--- src/rtl/sha_rot_pkg.sv ---
// Shared definitions for the SHA-2 rotate/shift-XOR unit: mode encoding,
// sigma rotate/shift constant sets and the rotate helper.
package sha_rot_pkg;

  typedef enum logic [2:0] {
    MODE_ROTR  = 3'd0,
    MODE_SSIG0 = 3'd1,
    MODE_SSIG1 = 3'd2,
    MODE_BSIG0 = 3'd3,
    MODE_BSIG1 = 3'd4
  } mode_e;

  // Rows: sigma0, sigma1, Sigma0, Sigma1. Columns 0/1 are rotates; column 2 is
  // a logical shift for the small sigmas and a third rotate for the big ones.
  localparam int ROT32 [4][3] = '{'{7, 18, 3}, '{17, 19, 10}, '{2, 13, 22}, '{6, 11, 25}};
  localparam int ROT64 [4][3] = '{'{1, 8, 7}, '{19, 61, 6}, '{28, 34, 39}, '{14, 18, 41}};

  function automatic logic [6:0] kc(input logic [1:0] f, input logic [1:0] t, input bit wide);
    return wide ? 7'(ROT64[f][t]) : 7'(ROT32[f][t]);
  endfunction

  // Operand lives in the low w bits of x with zero upper bits; n=0 yields x
  // because the left shift by w lands entirely outside the mask.
  function automatic logic [63:0] rotr(input logic [63:0] x, input logic [6:0] n,
                                       input int unsigned w);
    logic [63:0] mask;
    mask = (w == 64) ? '1 : ((64'd1 << w) - 64'd1);
    return ((x >> n) | (x << (7'(w) - n))) & mask;
  endfunction

endpackage

--- src/rtl/sha_rot_xor_core.sv ---
// Combinational ROTR / SHA-2 sigma datapath; illegal modes return 0 with err.
module sha_rot_xor_core
  import sha_rot_pkg::*;
#(
  parameter int W = 32
) (
  input  logic [2:0]         mode,
  input  logic [$clog2(W)-1:0] amt,
  input  logic [W-1:0]       data,
  output logic [W-1:0]       result,
  output logic               err
);

  localparam bit WIDE = (W == 64);

  logic [63:0] x, r;

  function automatic logic [63:0] sig(input logic [63:0] v, input logic [1:0] f, input bit big);
    logic [63:0] t2;
    t2 = big ? rotr(v, kc(f, 2'd2, WIDE), W) : (v >> kc(f, 2'd2, WIDE));
    return rotr(v, kc(f, 2'd0, WIDE), W) ^ rotr(v, kc(f, 2'd1, WIDE), W) ^ t2;
  endfunction

  always_comb begin
    x   = 64'(data);
    r   = '0;
    err = 1'b0;
    case (mode)
      MODE_ROTR:  r = rotr(x, 7'(amt), W);
      MODE_SSIG0: r = sig(x, 2'd0, 1'b0);
      MODE_SSIG1: r = sig(x, 2'd1, 1'b0);
      MODE_BSIG0: r = sig(x, 2'd2, 1'b1);
      MODE_BSIG1: r = sig(x, 2'd3, 1'b1);
      default:    err = 1'b1;
    endcase
  end

  assign result = r[W-1:0];

endmodule

--- src/rtl/sha_rot_xor_pipe.sv ---
// Two-stage valid/ready rotate/sigma pipeline around sha_rot_xor_core.
// Optional completed-transfer counter: define SHA_ROT_PERF_CNT_EN.
module sha_rot_xor_pipe
  import sha_rot_pkg::*;
#(
  parameter int W = 32
) (
  input  logic                 clk,
  input  logic                 rst,
  input  logic                 in_valid,
  output logic                 in_ready,
  input  logic [2:0]           in_mode,
  input  logic [$clog2(W)-1:0] in_amt,
  input  logic [W-1:0]         in_data,
  output logic                 out_valid,
  input  logic                 out_ready,
  output logic [W-1:0]         out_data,
  output logic                 out_err,
  output logic [31:0]          perf_cnt
);

  localparam int AW = $clog2(W);

  if (W != 32 && W != 64) begin : g_bad_w
    $error("sha_rot_xor_pipe: W must be 32 or 64");
  end

  logic          s1_valid, s2_valid, s1_adv, s2_adv;
  logic [2:0]    s1_mode;
  logic [AW-1:0] s1_amt;
  logic [W-1:0]  s1_data, s2_data, core_res;
  logic          s2_err, core_err;

  // Each stage may load while the one ahead drains in the same cycle.
  assign s2_adv   = !s2_valid | out_ready;
  assign s1_adv   = !s1_valid | s2_adv;
  assign in_ready = s1_adv;

  sha_rot_xor_core #(.W(W)) u_core (
    .mode   (s1_mode),
    .amt    (s1_amt),
    .data   (s1_data),
    .result (core_res),
    .err    (core_err)
  );

  always_ff @(posedge clk) begin
    if (rst) begin
      s1_valid <= 1'b0;
      s1_mode  <= '0;
      s1_amt   <= '0;
      s1_data  <= '0;
      s2_valid <= 1'b0;
      s2_data  <= '0;
      s2_err   <= 1'b0;
    end else begin
      if (s1_adv) begin
        s1_valid <= in_valid;
        if (in_valid) begin
          s1_mode <= in_mode;
          s1_amt  <= in_amt;
          s1_data <= in_data;
        end
      end
      if (s2_adv) begin
        s2_valid <= s1_valid;
        if (s1_valid) begin
          s2_data <= core_res;
          s2_err  <= core_err;
        end
      end
    end
  end

  assign out_valid = s2_valid;
  assign out_data  = s2_data;
  assign out_err   = s2_err;

`ifdef SHA_ROT_PERF_CNT_EN
  logic [31:0] perf_q;
  always_ff @(posedge clk) begin
    if (rst)                         perf_q <= '0;
    else if (s2_valid && out_ready)  perf_q <= perf_q + 32'd1;
  end
  assign perf_cnt = perf_q;
`else
  assign perf_cnt = '0;
`endif

endmodule

--- config.mk ---
export PLATFORM = sky130hd
export DESIGN_NAME = sha_rot_xor_pipe
export DESIGN_NICKNAME = d
export VERILOG_FILES = /design/src/rtl/sha_rot_pkg.sv /design/src/rtl/sha_rot_xor_core.sv /design/src/rtl/sha_rot_xor_pipe.sv
export SDC_FILE = /design/constraint.sdc
export NUM_CORES = 1
export LEC_CHECK = 0
export ABC_AREA = 1
export BUFFER_PORTS_ARGS = -buffer_cell sky130_fd_sc_hd__buf_2
export CAP_MARGIN = 20
export CELL_PAD_IN_SITES_DETAIL_PLACEMENT = 1
export CELL_PAD_IN_SITES_GLOBAL_PLACEMENT = 1
export CORE_MARGIN = 2
export CORE_UTILIZATION = 29
export CTS_CLUSTER_SIZE = 14
export DETAILED_ROUTE_END_ITERATION = 12
export PLACE_DENSITY = 0.6
export SKIP_CTS_REPAIR_TIMING = 1
export SLEW_MARGIN = 25
export SYNTH_ARGS = -nofsm -noshare
export SYNTH_HDL_FRONTEND = slang
export SYNTH_SLANG_ARGS = --single-unit
export TNS_END_PERCENT = 1
--- constraint.sdc ---
create_clock -name clk -period 2.8 [get_ports clk]
set_clock_uncertainty 0.05 [all_clocks]
set_input_delay 0.56 -clock clk [delete_from_list [all_inputs] [get_ports clk]]
set_output_delay 0.56 -clock clk [all_outputs]
set_load 0.02 [all_outputs]
==> qor.txt <==
Critical Path Fanout Max -> 28
DIE AREA -> 0.03365 sq mm
TritonCTS clock tree -> yes
DR pass1 iterations -> 5
DRC errors left -> 0
die height -> 183.4 um
Period Utilization, post-route -> 0.9448
GR Overflow Total -> 0
number of maximum-capacitance violations -> 0
nets@finish -> 1,786
TritonCTS sink count -> 75
Most used DFF post-synth -> dfxtp_1
pin count of the biggest net entering global routing -> 58
first-iteration detailed-routing DRC count -> 1,108
flop-to-flop setup slack -> 150 ps
share of flip-flops with an asynchronous set or reset -> 0
capture endpoint of the worst hold path -> s1_data[8]
summed negative setup slack over all endpoints -> 0 ps
IO Port Bufs -> 78
unrepaired setup endpoints after global routing -> no
Critical Setup Path Class -> flop to flop
capturing element type of the critical path -> flop
area taken by multi-input logic gates -> 0.006830 sq mm
library cells used by synthesis -> 31
Post-DP HPWL -> 40,390 um
die extent in x -> 183.4 um
hold path startpoint -> in_data[8]
critical-path cell with the highest stage delay -> inv_2
via count normalized by instance count -> 5.612
depth of the CTS H-tree -> 3
max incr delay on CP -> 460 ps
proportion of synthesized chip area in sequential cells -> 0.1608
synth-to-layout area growth -> 13.73%
static leakage -> 4.833 nW
vias after detailed routing -> 12,060
Post-Syn Area per Cell -> 5.568 sq um
DRT Wirelength -> 52,890 um
slew at the pin with the worst max-slew slack -> 718.1 ps
count of nets left with antenna violations after detail routing -> 0
tightest hold margin -> 403.7 ps
flip-flop and latch area -> 0.001503 sq mm
largest cells by area after synthesis -> nand3_1 22%, nand2_1 19%, dfxtp_1 16%, xnor2_1 8.3%, nor2_1 5.5%
VDD IR-drop max -> 305.5 uV
GR Layer Usage met2 -> 0.5180
gr busiest metal -> met2
Hold Path Cell Cnt -> 3
Netlist Area Pre-Place -> 0.009338 sq mm
Clk pin slew, worst setup/hold paths -> 80 ps
met3 Usage GRT -> 0.03903
global-route wire length before repair -> 78,150 um
critical path launch point type -> flop
required time worst endpoint -> 3060 ps
worst flop-to-flop path endpoint -> out_data[6]
worst rel slew slack -> 0.5176
Final Critical Period -> 2645 ps
worst-case reg-to-reg path depth -> 13
launch instance of the worst register-to-register path -> s1_amt[2]
# setup viols final -> 0
hold violation total from the final report -> 0
clock latency of the later-clocked register in the worst-skew pair -> 390 ps
sequence of cells on the critical path -> inv_2, buf_4, nand2_1, nand2_1, inv_2, o211ai_1, nand2_1, nand3_1, nand3_1, nand2_1, nand2_1, nand2_1, a21oi_1
total routing usage reported by global routing -> 0.3167
area of the core region -> 0.03164 sq mm
share of cells above drive strength 1 -> 0.1369
outcome -> completed
area share of the largest cell type after synthesis -> 0.2198
filler instances -> 4,343
critical path's most frequent cell -> nand2_1
count of flip-flops with a built-in enable after synthesis -> 0
largest area contributor in the synthesized netlist -> nand3_1
Initial Utilization -> 0.2952
Overall Power -> 5.441 mW
Yosys warnings -> 0
Worst Path Arrival -> 2910 ps
buffer type at the clock tree root -> clkbuf_16
routability-driven placement congestion ratio -> 0.9434
fin worst setup slack -> 154.6 ps
maximum clock insertion buffer count -> 2
worst slack at placement -> 240.5 ps
Yosys reg bits -> 75
highest clock rate -> 378.0 MHz
ratio of total power to cell area -> 512.3 mW/mm^2
number of I/O pins -> 111
number of antenna violations at the first check in global routing -> 3
count of standard-cell rows -> 65
number of global-route vias before repair -> 11,850
number of slew-limit violations in the final report -> 0
Worst Hold Class -> input port to flop
routed wire length per instance -> 24.61 um
number of clock buffers inserted by TritonCTS -> 9
grt met1 use -> 0.4113
Mapped Cells -> 1,677
report_power, final:
group,internal (mW),leakage [nW],total (mW),switching (mW)
logic,0.870,4.07,2.89,2.02
registers,1.15,0.618,1.23,0.0857
clock network,0.706,0.149,1.32,0.614
total,2.72,4.83,5.44,2.72
worst max path at each step:
stage,startpoint,endpoint,cells past startpoint
2_1_floorplan,s1_amt[1],out_data[24],15
3_3_place_gp,s1_amt[1],out_data[9],12
3_5_place_dp,s1_amt[1],out_data[9],13
4_1_cts,s1_amt[2],out_data[15],13
5_1_grt,s1_amt[2],out_data[11],13
6_report,s1_amt[2],out_data[6],13
cells by family (layout without fill, tap and decap cells):
| kind of cell | count (synthesis) | after routing | synth area share |
|---|---|---|---|
| buf+inv | 234 | 272 | 0.1218 |
| xor+xnor | 115 | 115 | 0.1087 |
| flops | 75 | 75 | 0.1608 |
| compound gates | 185 | 185 | 0.1120 |
| simple gates | 1066 | 1066 | 0.4950 |
| fa+ha+maj | 1 | 1 | 0.001340 |
| other cells | 1 | 33 | 0.0004016 |
metrics by stage:
| stage | area (sq um) | utilization | std cells |
|---|---|---|---|
| floorplan | 9454 | - | 1708 |
| global placement | 10310 | 0.3259 | 2132 |
| detailed placement | 10310 | 0.3259 | 2132 |
| CTS | 10620 | 0.3355 | 2148 |
| global route | 10620 | 0.3356 | 2148 |
| finish | 10620 | 0.3357 | 2149 |
placed cells by master, fill, tap and decap left out, types with 2 or more instances in the layout:
cell type  synthesis  layout
nand2_1          479     478
nand3_1          410     410
nor2_1           136     133
buf_4             39      98
xnor2_1           89      89
o21ai_0           82      82
buf_2             59      78
dfxtp_1           75      74
inv_1             69      68
a21oi_1           50      50
a211oi_1          39      39
conb_1             1      32
or2_2             26      26
xor2_1            25      25
clkbuf_16          0       9
inv_2              6       7
nor3_1             7       6
o22ai_1            5       5
nand4_1            5       5
o211ai_1           5       5
nor2_2             0       3
inv_6              0       3
buf_12             0       3
o21ai_1            2       2
nor2_4             2       2
clkinv_2           1       2
final cells by class:
class                      count  share of cell area
timing repair buffer         179              0.1117
inverter                      77             0.02733
antenna                        1           0.0002356
clock inverter                 7            0.007540
clock buffer                   9             0.02121
tap                          402             0.04736
multi-input combinational   1399              0.6431
sequential                    75              0.1415
critical path, delay by kind of cell, from the launching register on:
family / cells / cell delay [ps]
AO/OA/AOI/OAI: 2 / 350
flip-flops: 1 / 450
buffers and inverters: 3 / 770
AND/OR/NAND/NOR: 8 / 950
synthesized netlist by cell type (6+ instances only):
library cell,count
nand2_1,479
buf_1,9
clkbuf_1,45
or2_2,26
a21oi_1,50
nor3_1,7
dfxtp_1,75
xnor2_1,89
inv_2,6
buf_4,39
o21ai_0,82
inv_1,69
nand3_1,410
a211oi_1,39
nor2_1,136
buf_2,59
xor2_1,25
flip-flops by register name (all words and copies together) (netlist names):
register	cells
out_err	1
s1_mode	3
out_data	32
s1_valid	1
s1_data	32
s1_amt	5
out_valid	1
layer usage:
layer / routed length [um] / up-vias / part of all wire
met3: 3024 / 135 / 0.057
met2: 24180 / 466 / 0.46
met5: 0 / - / 0
met1: 22920 / 5861 / 0.43
li1: - / 5598 / -
met4: 2761 / 0 / 0.052
(Power assumes the default switching activity.)
